===== src/rtl/dmem_responder_if.sv =====
// Data-memory bus between the core (master) and the responder (slave).
// Latency: reads are combinational on Q; writes take effect at the clock edge.
// Backpressure: none on the bus itself; the slave reports readiness separately.
interface dmem_responder_if #(
  parameter int AW = 7,
  parameter int DW = 32
);
  logic          CEN;
  logic          WEN;
  logic          OEN;
  logic [AW-1:0] A;
  logic [DW-1:0] D;
  logic [DW-1:0] Q;

  modport master (output CEN, WEN, OEN, A, D, input Q);
  modport slave  (input CEN, WEN, OEN, A, D, output Q);
endinterface


===== src/rtl/dmem_responder.sv =====
// Data-memory responder: word array with a self-clearing FSM, access counters and error flags.
// Latency: combinational read (same cycle); posted write at the rising edge; clear takes 2**AW cycles.
// Backpressure: ready=0 while clearing; accesses then are dropped and flagged. Optional macro DMEM_PARITY_EN.
module dmem_responder #(
  parameter int AW = 7,
  parameter int DW = 32,
  parameter int CW = 16
) (
  input  logic                clk,
  input  logic                rst,
  dmem_responder_if.slave     bus,
  input  logic                clear_req,
  output logic                ready,
  output logic                drop_err,
  output logic                par_err,
  output logic [CW-1:0]       rd_cnt,
  output logic [CW-1:0]       wr_cnt
);

  localparam int DEPTH = 2 ** AW;

  typedef enum logic {CLEAR, IDLE} state_t;

  state_t        state;
  logic [AW-1:0] clr_addr;
  logic [DW-1:0] mem [DEPTH];

  logic access;
  logic wr_srv;
  logic rd_srv;

  // An access is serviced only once the array is fully cleared.
  assign access = ~bus.CEN;
  assign wr_srv = ready & access & ~bus.WEN;
  assign rd_srv = ready & access & bus.WEN & ~bus.OEN;

  // Q is zero unless a serviced read is in progress, and forced low during reset.
  assign bus.Q = (rd_srv && !rst) ? mem[bus.A] : '0;

  // Clear/idle sequencer; ready is registered and tracks the IDLE state.
  always_ff @(posedge clk or posedge rst) begin
    if (rst) begin
      state    <= CLEAR;
      clr_addr <= '0;
      ready    <= 1'b0;
    end else begin
      case (state)
        CLEAR: begin
          clr_addr <= clr_addr + 1'b1;
          if (clr_addr == {AW{1'b1}}) begin
            state <= IDLE;
            ready <= 1'b1;
          end
        end
        IDLE: begin
          if (clear_req) begin
            state    <= CLEAR;
            clr_addr <= '0;
            ready    <= 1'b0;
          end
        end
        default: begin
          state    <= CLEAR;
          clr_addr <= '0;
          ready    <= 1'b0;
        end
      endcase
    end
  end

  // Single write port: the clear sweep owns it while not ready, otherwise core writes.
  always_ff @(posedge clk) begin
    if (!ready) begin
      mem[clr_addr] <= '0;
    end else if (wr_srv) begin
      mem[bus.A] <= bus.D;
    end
  end

  // Saturating counters and the sticky drop flag.
  always_ff @(posedge clk or posedge rst) begin
    if (rst) begin
      rd_cnt   <= '0;
      wr_cnt   <= '0;
      drop_err <= 1'b0;
    end else begin
      if (rd_srv && rd_cnt != {CW{1'b1}}) begin
        rd_cnt <= rd_cnt + 1'b1;
      end
      if (wr_srv && wr_cnt != {CW{1'b1}}) begin
        wr_cnt <= wr_cnt + 1'b1;
      end
      if (!ready && access) begin
        drop_err <= 1'b1;
      end
    end
  end

`ifdef DMEM_PARITY_EN
  // One even-parity bit per word, kept as a flat vector beside the data array.
  logic [DEPTH-1:0] par_mem;

  // Parity storage follows the data array's write port exactly.
  always_ff @(posedge clk) begin
    if (!ready) begin
      par_mem[clr_addr] <= 1'b0;
    end else if (wr_srv) begin
      par_mem[bus.A] <= ^bus.D;
    end
  end

  // Sticky parity error, checked on every serviced read.
  always_ff @(posedge clk or posedge rst) begin
    if (rst) begin
      par_err <= 1'b0;
    end else if (rd_srv && ((^mem[bus.A]) != par_mem[bus.A])) begin
      par_err <= 1'b1;
    end
  end
`else
  assign par_err = 1'b0;
`endif

endmodule


===== src/flat_wrapper.sv =====
// flat-port wrapper written by rule: the top's interface ports become plain ports
module dmem_responder_flat 
#(
  parameter int AW = 7,
  parameter int DW = 32,
  parameter int CW = 16
)
  (clk, rst, clear_req, ready, drop_err, par_err, rd_cnt, wr_cnt, bus_CEN, bus_WEN, bus_OEN, bus_A, bus_D, bus_Q);
  dmem_responder_if #(.AW(AW), .DW(DW)) bus_i ();
  input  logic clk;
  input  logic rst;
  input  logic clear_req;
  output logic ready;
  output logic drop_err;
  output logic par_err;
  output logic [CW-1:0] rd_cnt;
  output logic [CW-1:0] wr_cnt;
  input wire logic [$bits(bus_i.CEN)-1:0] bus_CEN;
  input wire logic [$bits(bus_i.WEN)-1:0] bus_WEN;
  input wire logic [$bits(bus_i.OEN)-1:0] bus_OEN;
  input wire logic [$bits(bus_i.A)-1:0] bus_A;
  input wire logic [$bits(bus_i.D)-1:0] bus_D;
  output wire logic [$bits(bus_i.Q)-1:0] bus_Q;
  assign bus_i.CEN = bus_CEN;
  assign bus_i.WEN = bus_WEN;
  assign bus_i.OEN = bus_OEN;
  assign bus_i.A = bus_A;
  assign bus_i.D = bus_D;
  assign bus_Q = bus_i.Q;
  dmem_responder #(.AW(AW), .DW(DW), .CW(CW)) u_core (.clk(clk), .rst(rst), .bus(bus_i), .clear_req(clear_req), .ready(ready), .drop_err(drop_err), .par_err(par_err), .rd_cnt(rd_cnt), .wr_cnt(wr_cnt));
endmodule

===== config.mk =====
export PLATFORM = sky130hd
export DESIGN_NAME = dmem_responder_flat
export DESIGN_NICKNAME = d
export VERILOG_FILES = /design/src/rtl/dmem_responder_if.sv /design/src/rtl/dmem_responder.sv /design/src/flat_wrapper.sv
export SDC_FILE = /design/constraint.sdc
export NUM_CORES = 2
export LEC_CHECK = 0
export BUFFER_PORTS_ARGS = -buffer_cell sky130_fd_sc_hd__clkbuf_2
export CAP_MARGIN = 20
export CORE_ASPECT_RATIO = 0.8
export CORE_MARGIN = 1
export CORE_UTILIZATION = 50
export DETAILED_ROUTE_END_ITERATION = 8
export GPL_TIMING_DRIVEN = 0
export PLACE_DENSITY = 0.65
export SYNTH_ARGS = -nofsm -noshare
export SYNTH_HDL_FRONTEND = slang
export SYNTH_SLANG_ARGS = --single-unit

===== constraint.sdc =====
create_clock -name clk -period 6 [get_ports clk]
set_input_delay 0.6 -clock clk [delete_from_list [all_inputs] [get_ports clk]]
set_output_delay 0.6 -clock clk [all_outputs]
set_load 0.01 [all_outputs]

After elaboration in Yosys (flattened, before gate mapping)
Memories as Yosys holds them, arrays and structs flattened.
Index checks and enable logic that the tools add are counted.
{"block": "word_totals", "regBits": 42, "ramBits": 4096, "in_bits": 45, "out_inout_bits": 67, "wordCells": 47, "n_memories": 1}
{"name": "u_core.mem", "words": 128, "width": 32, "rd": 1, "rd_clocked_by_memory_dff": 0, "write_ports": 1, "line": "dmem_responder.sv:26", "rtl": "logic [DW-1:0] mem [DEPTH];"}
{"block": "op_classes", "add_sub_neg": 3, "n_eq_ne": 5, "mux": 16, "bitwise": 8, "reduce_logical": 8}
{"operator": "$mux 32", "n": 2}
{"operator": "$add 16x1->16 const B", "n": 2}
{"operator": "$ne 16x16->1 const B", "n": 2}
{"operator": "$reduce_or 32->1", "n": 1}
{"operator": "$mux 7", "n": 2}
{"operator": "$pmux 7 s2", "n": 1}
{"operator": "$mux 1", "n": 9}
{"operator": "$add 7x1->7 const B", "n": 1}
{"operator": "$eq 7x7->1 const B", "n": 1}
{"operator": "$and 1x1->1", "n": 4}
{"operator": "$logic_and 1x1->1", "n": 4}
{"operator": "$not 1->1", "n": 4}
{"operator": "$pmux 1 s2", "n": 2}
{"operator": "$logic_not 1->1", "n": 2}
{"operator": "$ne 2x1->1 const B", "n": 1}
{"operator": "$ne 2x2->1 const B", "n": 1}
{"operator": "$reduce_and 2->1", "n": 1}

Longest topological paths before layout
{"block": "logic_depth", "depth_word": 8, "mapped_depth": 12, "mapped_depth_nobuf": 7}

Worst setup path after synthesis
OpenSTA, ideal clock, no wires.
{"block": "synth_timing", "path_kind": "input to register", "from": "input bus_A[0]", "to": "memory u_core.mem[29][0], enable pin", "t_arrival_ns": 3.719, "t_required_ns": 5.579, "setup_slack_ns": 1.860, "cell_stages": 11, "n_path_buf": 7, "cell_sequence": "buf_2 > buf_6 > buf_2 > buf_4 > buf_2 > buf_4 > nand3_1 > nand2_1 > nand3_1 > buf_2 > nor2_1"}
{"block": "synth_via", "elab_chain_len": 1}
{"item": "start: declaration", "line": "flat_wrapper.sv:21", "rtl": "input wire logic [$bits(bus_i.A)-1:0] bus_A;"}
{"item": "$mux 7 (no line)"}
{"item": "end: declaration", "line": "dmem_responder.sv:26"}
Every way passes these cells.

Worst setup path after layout
{"block": "layout_timing", "from": "input bus_A[1]", "to": "output bus_Q[25]"}
{"block": "layout_via", "elab_chain_len": 2}
{"item": "$mem_v2 128x32"}
{"item": "$mux 32", "line": "dmem_responder.sv:38", "rtl": "assign bus.Q = (rd_srv && !rst) ? mem[bus.A] : '0;"}
{"item": "end: declaration", "line": "flat_wrapper.sv:23", "rtl": "output wire logic [$bits(bus_i.Q)-1:0] bus_Q;"}
Every way passes these cells.

==> run metrics <==
placed cells=around 12k; metal3 WL=~62000 um; commonest non-fill, non-tap cell in the layout=edfxtp_1; Port Buffers=between 100 and 150; Tmin final=6100 ps; H-tree depth=5; Post-synth EDFFs=just over 4k; Yosys reg bits=4138; hold path cells=2; Fill cells=between 20k and 25k; pwr/cell area=roughly 330 nW/um^2; Setup WS pre-CTS=-461 ps; M1 WL=between 150000 and 200000 um; die area=approximately 320000 um^2; routed vias/inst=6.56; commonest cells after routing, fill and taps aside=edfxtp_1, mux4_2, mux2i_1, clkbuf_16, clkbuf_1; total track usage=approximately 28%; synth unique cells=54; worst skew pair latency=between 900 and 1000 ps; # IOs=roughly 110; Compound-Gate Fraction of Synth Area=3.80%; Worst Hold Class=primary input to flop; Initial Util=50.4%; Hold Path Sink=u_core.drop_err$_DFFE_PP0P_; leak pwr=approximately 58 nW; critical path startpoint category=primary input; Max-slew headroom=15.3%; critical-path cell list=clkbuf_2 -> buf_2 -> buf_2 -> buf_2 -> clkbuf_1 -> mux4_2 -> a221oi_1 -> a22oi_1 -> nand4_1 -> o21ai_1 -> clkbuf_2; Mapped Area=between 150000 and 200000 um^2; Die H=506 um; Detail Placement HPWL=between 300000 and 400000 um; Crit path required time=5400 ps; final hold violations=0; antenna violations before repair=between 40 and 50; total power=60.4 mW; layout cells sized above 1=approximately 25%; MaxCap Viol Count=0; yosys warns=0; register area share after synthesis=78.3%; Synth Flop Type=edfxtp_1; Max IR drop VDD=approximately 0.23 mV; unrepaired setup endpoints after global routing=true; Worst R2R Setup Slack=approximately 390 ps; clock tree root driver cell=clkbuf_16; CP endpoint kind=output port; worst reg2reg startpoint=u_core.ready$_DFFE_PP0P_; Setup Skew=26.9 ps; Clock Path Buffers=4; clk slew on worst S/H paths=60 ps; post-synthesis simple-gate area fraction=1.51%; DR pass1 iterations=9; worst-path fanout max=10; r2r endpoint=u_core.mem[24][15]$_DFFE_PP_; worst setup margin=-100 ps; first-pass GRT wire length=615000 um; wire per inst=~36 um; vias in the first global route=78.4k; Die X-Extent=~630 um; period utilisation layout=102%; Final setup viols=13; main combinational cell family by area after synthesis=multiplexers; failing checks=negative setup slack; Pins Over Slew Limit=0; Final Instance Count excl. Fillers=12.5k; Routed WL=approximately 450000 um; largest net degree at the start of global routing=between 90 and 100; Final nets=8061; most used cell, CP=buf_2; HP Start=bus_CEN; via count=roughly 82k; TritonCTS clock tree=done; status=finished with violations; met2 WL=190000 um; FP Rows=184; sinks on the clock net=a little over 4k; fraction of registers with async set/reset=under 10%; Area Overhead vs Synth=14.5%; Synth Area in Adders=less than 1%; Max Clock Freq=about 160 MHz; Worst Reg-to-Reg Cells=8; Mean Syn Cell Area=21.6 um^2; max layer used=met5; Setup Buffers After CTS=0; slew at the pin with the worst max-slew slack=around 1300 ps; syn_nets=around 7.4k; Crit path largest cell delay=roughly 760 ps; Critical Path AT=5500 ps; slowest CP cell=a221oi_1; Cells after Synth=between 7k and 8k; Num CTS Buffers=approximately 380; Congestion Overflow GR=0; Iter 0 DRT Violations=between 10k and 15k; crit path launch=bus_A[1]; multiplexer share of the synthesized area=roughly 15%; DRT antenna net count=0; Synth Area in XOR/XNOR=less than 1%; Core Footprint=between 300000 and 400000 um^2; RD Place Congestion=0.981; hold_ws=126 ps; Crit Path Class=primary input to output port; DRC=0
-- kinds of logic (layout without fill, tap and decap cells) --
kind of cell,after synthesis,after routing
compound gates,853,853
xor+xnor,30,30
mux,1348,1348
flops,4138,4138
other cells,1,6
fa+ha+maj,3,3
simple gates,526,526
buf+inv,430,1407
-- worst max-delay path, delay by kind of cell --
family | cells | cell delay [ps]
buf+inv | 6 | 2470
compound gates | 3 | 1450
simple gates | 1 | 500
mux | 1 | 410
-- synthesized netlist by cell type (all sizes together) (65+ instances only) --
cell	count	area [um^2]
a21oi	132	661
o221ai	136	1190
a211oi	128	961
buf	207	1170
mux4	808	18200
o22ai	129	807
edfxtp	4096	123000
a22oi	96	721
a22o	65	569
mux2i	482	4820
nand2	216	811
o21ai	88	440
nor2	141	529
clkbuf	219	822
-- flip-flops by register name (all words and copies together), names as in the netlist --
| signal | cells |
|---|---|
| u_core.state | 1 |
| u_core.clr_addr | 7 |
| u_core.mem | 4096 |
| u_core.ready | 1 |
| u_core.wr_cnt | 16 |
| u_core.rd_cnt | 16 |
| u_core.drop_err | 1 |
-- power breakdown --
group	leakage (nW)	internal, mW	switching, mW
logic	14.1	1.35	3.09
registers	38.6	32.2	0.199
clock network	5.80	13.0	10.5
total	58.5	46.6	13.8
-- stage by stage --
step | setup TNS (ps) | utilization (%) | cell area [um^2]
after floorplan | 0 | - | 158000
after global placement | - | 52.2 | 164000
after detailed placement | -74110 | 53.8 | 169000
after CTS | 0 | 57.6 | 181000
after global routing | -41.9 | 57.6 | 181000
final | -433 | 57.6 | 181000
-- worst max path at each step --
stage / cells past startpoint / to
after global routing: 11 / bus_Q[28]
after detailed placement: 11 / bus_Q[6]
final: 11 / bus_Q[25]
after global placement: 5 / u_core.mem[40][13]$_DFFE_PP_
after floorplan: 11 / u_core.mem[29][0]$_DFFE_PP_
after CTS: 11 / bus_Q[1]
-- what timing repair did --
| item | 4_1_cts | 5_1_grt |
|---|---|---|
| resized for setup | 20 | 27 |
| hold buffers | 2 | 0 |
| endpoints found under the setup margin | 28 | 13 |
| endpoints found under the hold margin | 11 | 0 |
| pin swaps | 0 | 3 |
-- cell type report --
type                       count  area, um^2  share of cell area, %
antenna                        5        12.5                0.00690
buffer                       425        2060                   1.13
clock buffer                 465       10100                   5.57
clock inverter               211        1670                  0.921
inverter                       4        15.0                0.00828
multi-input combinational   2761       33500                   18.5
sequential                  4138      124000                   68.4
tap                         4185        5240                   2.89
timing repair buffer         302        4680                   2.58
-- metal layers --
layer / vias to the layer above / GRT usage (%)
li1: 32400 / -
met1: 43700 / 42.1
met4: 6 / 8.26
met2: 5234 / 38.7
met5: - / 0
met3: 657 / 8.43
Power figures use the tool's default switching activity.
